$ cat src/rtl/signed_mult16_pkg.sv
// Shared definitions for the signed 16x16 Booth multiplier.
//   WIDTH         operand width
//   PROD_W        full-precision product width
//   booth_digit_t radix-4 Booth digit
//   booth_decode  maps a 3-bit multiplier window {b[2i+1], b[2i], b[2i-1]} to its digit
package signed_mult16_pkg;

  localparam int WIDTH  = 16;
  localparam int PROD_W = 2 * WIDTH;

  typedef enum logic [2:0] {
    ZERO,
    POS1,
    POS2,
    NEG1,
    NEG2
  } booth_digit_t;

  function automatic booth_digit_t booth_decode(input logic [2:0] win);
    booth_digit_t dig;
    dig = ZERO;
    case (win)
      3'b001, 3'b010: dig = POS1;
      3'b011:         dig = POS2;
      3'b100:         dig = NEG2;
      3'b101, 3'b110: dig = NEG1;
      default:        dig = ZERO;  // 000 and 111
    endcase
    return dig;
  endfunction

endpackage

$ cat src/rtl/signed_mult16_booth_pp_gen.sv
// One radix-4 Booth partial-product row.
//   mcand_i  multiplicand, two's complement
//   win_i    3-bit multiplier window
//   pp_o     selected multiple (0, +-m, +-2m) as a signed WIDTH+1-bit value;
//            negative digits are emitted one's-complemented
//   neg_o    +1 that completes the two's-complement negation, added by the caller
module booth_pp_gen
  import signed_mult16_pkg::*;
#(
  parameter int WIDTH = 16
) (
  input  logic [WIDTH-1:0] mcand_i,
  input  logic [2:0]       win_i,
  output logic [WIDTH:0]   pp_o,
  output logic             neg_o
);

  booth_digit_t   dig;
  logic [WIDTH:0] m1;
  logic [WIDTH:0] m2;

  assign dig = booth_decode(win_i);
  assign m1  = {mcand_i[WIDTH-1], mcand_i};
  assign m2  = {mcand_i, 1'b0};

  always_comb begin
    pp_o  = '0;
    neg_o = 1'b0;
    case (dig)
      POS1: pp_o = m1;
      POS2: pp_o = m2;
      NEG1: begin
        pp_o  = ~m1;
        neg_o = 1'b1;
      end
      NEG2: begin
        pp_o  = ~m2;
        neg_o = 1'b1;
      end
      default: pp_o = '0;
    endcase
  end

endmodule

$ cat src/rtl/signed_mult16.sv
// Pipelined two's-complement multiplier, 2-cycle latency, one result per clock.
//   clk               system clock
//   rst               asynchronous active-high reset
//   in_valid          qualifies in0/in1
//   in0, in1          multiplicand / multiplier
//   out_valid         final_signedprod carries a new result
//   final_signedprod  full-precision signed product, held while out_valid is low
module signed_mult16
  import signed_mult16_pkg::*;
#(
  parameter int WIDTH = 16
) (
  input  logic               clk,
  input  logic               rst,
  input  logic               in_valid,
  input  logic [WIDTH-1:0]   in0,
  input  logic [WIDTH-1:0]   in1,
  output logic               out_valid,
  output logic [2*WIDTH-1:0] final_signedprod
);

  localparam int PW   = 2 * WIDTH;
  localparam int NDIG = WIDTH / 2;

  function automatic logic [PW-1:0] csa_sum(input logic [PW-1:0] a, b, c);
    return a ^ b ^ c;
  endfunction

  function automatic logic [PW-1:0] csa_carry(input logic [PW-1:0] a, b, c);
    return ((a & b) | (a & c) | (b & c)) << 1;
  endfunction

  // Multiplier with the implicit zero below bit 0 for the first window.
  logic [WIDTH:0]  mplier_ext;
  logic [WIDTH:0]  pp [NDIG];
  logic [NDIG-1:0] neg;

  assign mplier_ext = {in1, 1'b0};

  for (genvar i = 0; i < NDIG; i++) begin : g_pp
    booth_pp_gen #(.WIDTH(WIDTH)) u_pp (
      .mcand_i (in0),
      .win_i   (mplier_ext[2*i+2 -: 3]),
      .pp_o    (pp[i]),
      .neg_o   (neg[i])
    );
  end

  // Rows 0..NDIG-1 are the shifted, sign-extended partial products; the last
  // row gathers the negation carry-ins, which never collide since each sits
  // at its own even bit position.
  logic [PW-1:0] row [NDIG+1];

  always_comb begin
    for (int i = 0; i <= NDIG; i++) row[i] = '0;
    for (int i = 0; i < NDIG; i++) begin
      row[i]          = PW'($signed(pp[i])) << (2 * i);
      row[NDIG][2*i]  = neg[i];
    end
  end

  // 9 rows -> 6 -> 4 -> 3 -> 2 with 3:2 compressors.
  logic [PW-1:0] s1a, c1a, s1b, c1b, s1c, c1c;
  logic [PW-1:0] s2a, c2a, s2b, c2b;
  logic [PW-1:0] s3, c3;
  logic [PW-1:0] sum_d, carry_d;

  assign s1a = csa_sum  (row[0], row[1], row[2]);
  assign c1a = csa_carry(row[0], row[1], row[2]);
  assign s1b = csa_sum  (row[3], row[4], row[5]);
  assign c1b = csa_carry(row[3], row[4], row[5]);
  assign s1c = csa_sum  (row[6], row[7], row[8]);
  assign c1c = csa_carry(row[6], row[7], row[8]);

  assign s2a = csa_sum  (s1a, c1a, s1b);
  assign c2a = csa_carry(s1a, c1a, s1b);
  assign s2b = csa_sum  (c1b, s1c, c1c);
  assign c2b = csa_carry(c1b, s1c, c1c);

  assign s3  = csa_sum  (s2a, c2a, s2b);
  assign c3  = csa_carry(s2a, c2a, s2b);

  assign sum_d   = csa_sum  (s3, c3, c2b);
  assign carry_d = csa_carry(s3, c3, c2b);

  logic [PW-1:0] sum_q, carry_q, prod_q, prod_d;
  logic          v1_q, out_valid_q;

  assign prod_d = sum_q + carry_q;

  always_ff @(posedge clk or posedge rst) begin
    if (rst) begin
      sum_q       <= '0;
      carry_q     <= '0;
      v1_q        <= 1'b0;
      prod_q      <= '0;
      out_valid_q <= 1'b0;
    end else begin
      sum_q       <= sum_d;
      carry_q     <= carry_d;
      v1_q        <= in_valid;
      out_valid_q <= v1_q;
      if (v1_q) prod_q <= prod_d;
    end
  end

  assign out_valid        = out_valid_q;
  assign final_signedprod = prod_q;

endmodule

$ cat config.mk
export PLATFORM = sky130hd
export DESIGN_NAME = signed_mult16
export DESIGN_NICKNAME = d
export VERILOG_FILES = /design/src/rtl/signed_mult16_pkg.sv /design/src/rtl/signed_mult16_booth_pp_gen.sv /design/src/rtl/signed_mult16.sv
export SDC_FILE = /design/constraint.sdc
export NUM_CORES = 1
export LEC_CHECK = 0
export CORE_MARGIN = 4
export CORE_UTILIZATION = 31
export DETAILED_ROUTE_END_ITERATION = 8
export MAX_ROUTING_LAYER = met4
export PLACE_DENSITY = 0.58
export SLEW_MARGIN = 20
export SYNTH_ARGS = -nofsm -noshare
export SYNTH_HDL_FRONTEND = slang
export SYNTH_SLANG_ARGS = --single-unit
$ cat constraint.sdc
create_clock -name clk -period 4 [get_ports clk]
set_clock_uncertainty 0.2 [all_clocks]
set_input_delay 1 -clock clk [delete_from_list [all_inputs] [get_ports clk]]
set_output_delay 1 -clock clk [all_outputs]
set_load 0.05 [all_outputs]
==> qor.csv <==
stage,metric,value,unit
status,outcome,"complete, but fails checks",
status,failing checks,negative setup slack,
placement,detailed placement HPWL,26.3,mm
route,final wirelength,34.9,mm
global_routing,GRT Total Usage,0.180,
pwr,Comb pwr share,0.710,
route,initial DRC count,786,
worst_setup_path,WS Path Type,in2reg,
worst_setup_path,WP data required,4.04,ns
route,1st-pass router iterations,5,
route,post-DR wirelength/cell,18.1,um
yosys,count of cell types in the netlist,58,
yosys,fraction of registers with async set/reset,1.00,
pwr,Power Dens Cells,586,mW/mm^2
worst_setup_path,internal reg-to-reg setup slack,1.15,ns
finish,ANT cells,0,
finish,Layout Nets,1689,
timing,Worst Slack Setup Final,-0.0845,ns
route,Via density,5.07,
placement,Inst Count DP,1845,
cts,Num CTS Buffers,9,
timing,setup violators final,15,
cts,H-tree levels,3,
die,Initial Util,0.317,
yosys,synth warn,0,
cts,clk_lat worst skew,0.35,ns
route,post-route antenna net violation count,0,
global_routing,initial antenna violation count,0,
worst_setup_path,Reg2Reg Capture Point,final_signedprod[31]$_DFFE_PP0P_,
worst_setup_path,worst setup path end,sum_q[13]$_DFF_PP0_,
route,# DRC,0,
finish,share of cells above drive strength 1,0.297,
worst_setup_path,crit start category,primary input,
timing,final hold violations,0,
finish,fillers,3417,
global_routing,global-route wire length before repair,54.9,mm
hold_path,Hold Crit Class,reg2reg,
timing,Least-Margin Pin Slew,0.702,ns
pwr,sw frac,0.483,
finish,Layout area overhead,36.8,%
placement,PortBufs,67,
die,num rows,69,
cts,TritonCTS clock tree,built,
timing,fin crit period,4.08,ns
pwr,Pwr Total,9.14,mW
yosys,top_reg_cell synth,dfrtp_1,
pwr,Sw Pwr,4.41,mW
die,DIE AREA,0.0399,mm^2
yosys,Post-synth EDFFs,0,
placement,pre-CTS setup slack,-0.962,ns
flow_run,max cap viols,0,
finish,storage element area,0.00235,mm^2
pwr,clock share of power,0.111,
worst_setup_path,Setup crit start,in1[9],
die,Die Y,200,um
worst_setup_path,critical path arrival,4.12,ns
cts,CTS root buffer,clkbuf_16,
timing,Max Freq,0.245,GHz
placement,GP Congestion,0.930,
global_routing,pin count of the biggest net entering global routing,64,
pwr,maximum vdd ir drop,0.300,mV
worst_setup_path,R2R depth,7,
cts,CTS Hold Bufs,0,
timing,relative slew slack,0.529,
yosys,Syn Std Cell Area,0.0114,mm^2
timing,Max Slew Vio Count,0,
global_routing,gr ovfl total,0,
worst_setup_path,CP Max Fanout,9,
finish,post-route insts no fill,1933,
finish,footprint of the multi-input gates,0.00865,mm^2
cts,"CTS clk-pin slew, worst paths",0.06,ns
cts,Clock Tree Buf Depth,2,
yosys,syn_area_per_cell,8.87,um^2
worst_setup_path,worst r2r src,sum_q[4]$_DFF_PP0_,
pwr,internal power,4.73,mW
die,die width,200,um
pwr,Flop pwr share,0.179,
yosys,"Seq/Total Area, Yosys",0.206,
finish,Finished Core Util,0.434,
yosys,Yosys reg bits,94,
yosys,gate count of the mapped netlist,1284,
pwr,Leakage Power,7.02,nW
die,core area,0.0359,mm^2
worst_setup_path,Critical Path Sink Type,register,
timing,fin crit share,1.02,
cts,Sink Count,94,
die,I/O Pins,68,
yosys,Mapped Nets,1506,
route,via count,9791,
timing,RSZ-0062 raised after global routing,true,
global_routing,vias in the first global route,9876,
[sequential cells by signal (all words and copies together) (netlist names)]
| register | cells |
|---|---|
| final_signedprod | 32 |
| carry_q | 28 |
| v1_q | 1 |
| out_valid | 1 |
| sum_q | 32 |
[cell usage after synthesis, types with 11 or more instances]
library cell,n,area share
xor2_1,113,0.087
fa_1,117,0.21
a221oi_1,21,0.016
nor3_1,11,0.0048
nand2_1,65,0.021
ha_1,70,0.077
xnor2_1,39,0.030
nor2_1,78,0.026
nand4_1,16,0.0088
buf_1,18,0.0059
a22oi_1,65,0.043
mux2_2,17,0.017
inv_1,174,0.057
clkbuf_1,86,0.028
dfrtp_1,94,0.21
a211oi_1,12,0.0079
a21oi_1,61,0.027
o21ai_0,91,0.040
[layer usage]
layer	vias to the layer above	share of wire	track usage
li1	4664	-	-
met1	4774	0.47	0.247
met2	307	0.45	0.285
met3	46	0.063	0.0261
met4	0	0.018	0.0362
met5	-	0	-
[cell families after synthesis]
kind of cell,Yosys count,synth area share
xor gates and xnor gates,152,0.117
adders and majority gates,187,0.282
buffers and inverters,294,0.102
muxes,21,0.0203
DFF,94,0.206
AOI/OAI and AO/OA,317,0.183
and+or+nand+nor,219,0.0894
[through the flow]
step | setup TNS [ns] | hold WS [ns] | instance area, um^2
floorplan | -4.26 | 0.179 | 11800
global placement | -40.95 | 0.262 | 13700
detailed placement | -42.37 | 0.262 | 13700
CTS | -0.289 | 0.281 | 15300
global route | -1.80 | 0.310 | 15600
finish | -0.704 | 0.281 | 15600
[power groups by stage]
stage	Sequential, mW	Clock (mW)	Combinational (mW)
2_1_floorplan	2.16	0	3.89
3_3_place_gp	1.66	0	5.99
3_5_place_dp	1.66	0	6.15
4_1_cts	1.65	1.04	6.39
5_1_grt	1.69	1.08	7.31
6_report	1.64	1.02	6.48
[layout by cell type (no fill, tap or decap), types with 10 or more instances in the layout]
cell type,count
inv_1,148
buf_4,145
xor2_1,108
dfrtp_1,94
fa_1,92
ha_1,70
nor2_1,65
nand2_1,61
a21oi_1,57
a22oi_1,48
o21ai_0,46
xnor2_1,38
buf_6,38
clkdlybuf4s50_1,35
buf_12,29
fa_2,25
inv_2,24
o21ai_1,24
mux2_2,17
a22oi_2,17
nand4_1,16
o21ai_2,15
nand3_1,10
[repair_timing]
action | 4_1_cts | 5_1_grt
endpoints found under the setup margin | 53 | 42
buffers inserted | 53 | 15
gates cloned | 10 | 0
resized for setup | 222 | 104
pin swaps | 59 | 50
[worst min path at each step]
stage                  startpoint                               to  slack, ns  cells past startpoint
2_1_floorplan      v1_q$_DFF_PP0_              out_valid$_DFF_PP0_       0.18                      0
3_3_place_gp   sum_q[1]$_DFF_PP0_  final_signedprod[1]$_DFFE_PP0P_       0.26                      1
3_5_place_dp   sum_q[1]$_DFF_PP0_  final_signedprod[1]$_DFFE_PP0P_       0.26                      1
4_1_cts        sum_q[1]$_DFF_PP0_  final_signedprod[1]$_DFFE_PP0P_       0.28                      1
5_1_grt        sum_q[1]$_DFF_PP0_  final_signedprod[1]$_DFFE_PP0P_       0.31                      1
6_report       sum_q[1]$_DFF_PP0_  final_signedprod[1]$_DFFE_PP0P_       0.28                      1
[worst max-delay path, stage by stage]
cell and delay (ns):
buf_8 0.10, buf_12 0.13, xor2_4 0.24, buf_6 0.20, a22oi_2 0.15, o21ai_2 0.09
fa_1 0.58, inv_2 0.05, fa_2 0.54, fa_1 0.43, fa_1 0.54, inv_1 0.05
[final cells by class]
cell class,count,area share
timing repair buffer,289,0.192
multi-input combinational,898,0.555
tap,461,0.0370
clock buffer,9,0.0144
sequential,94,0.151
inverter,175,0.0425
clock inverter,7,0.00827
Power figures use the tool's default switching activity.
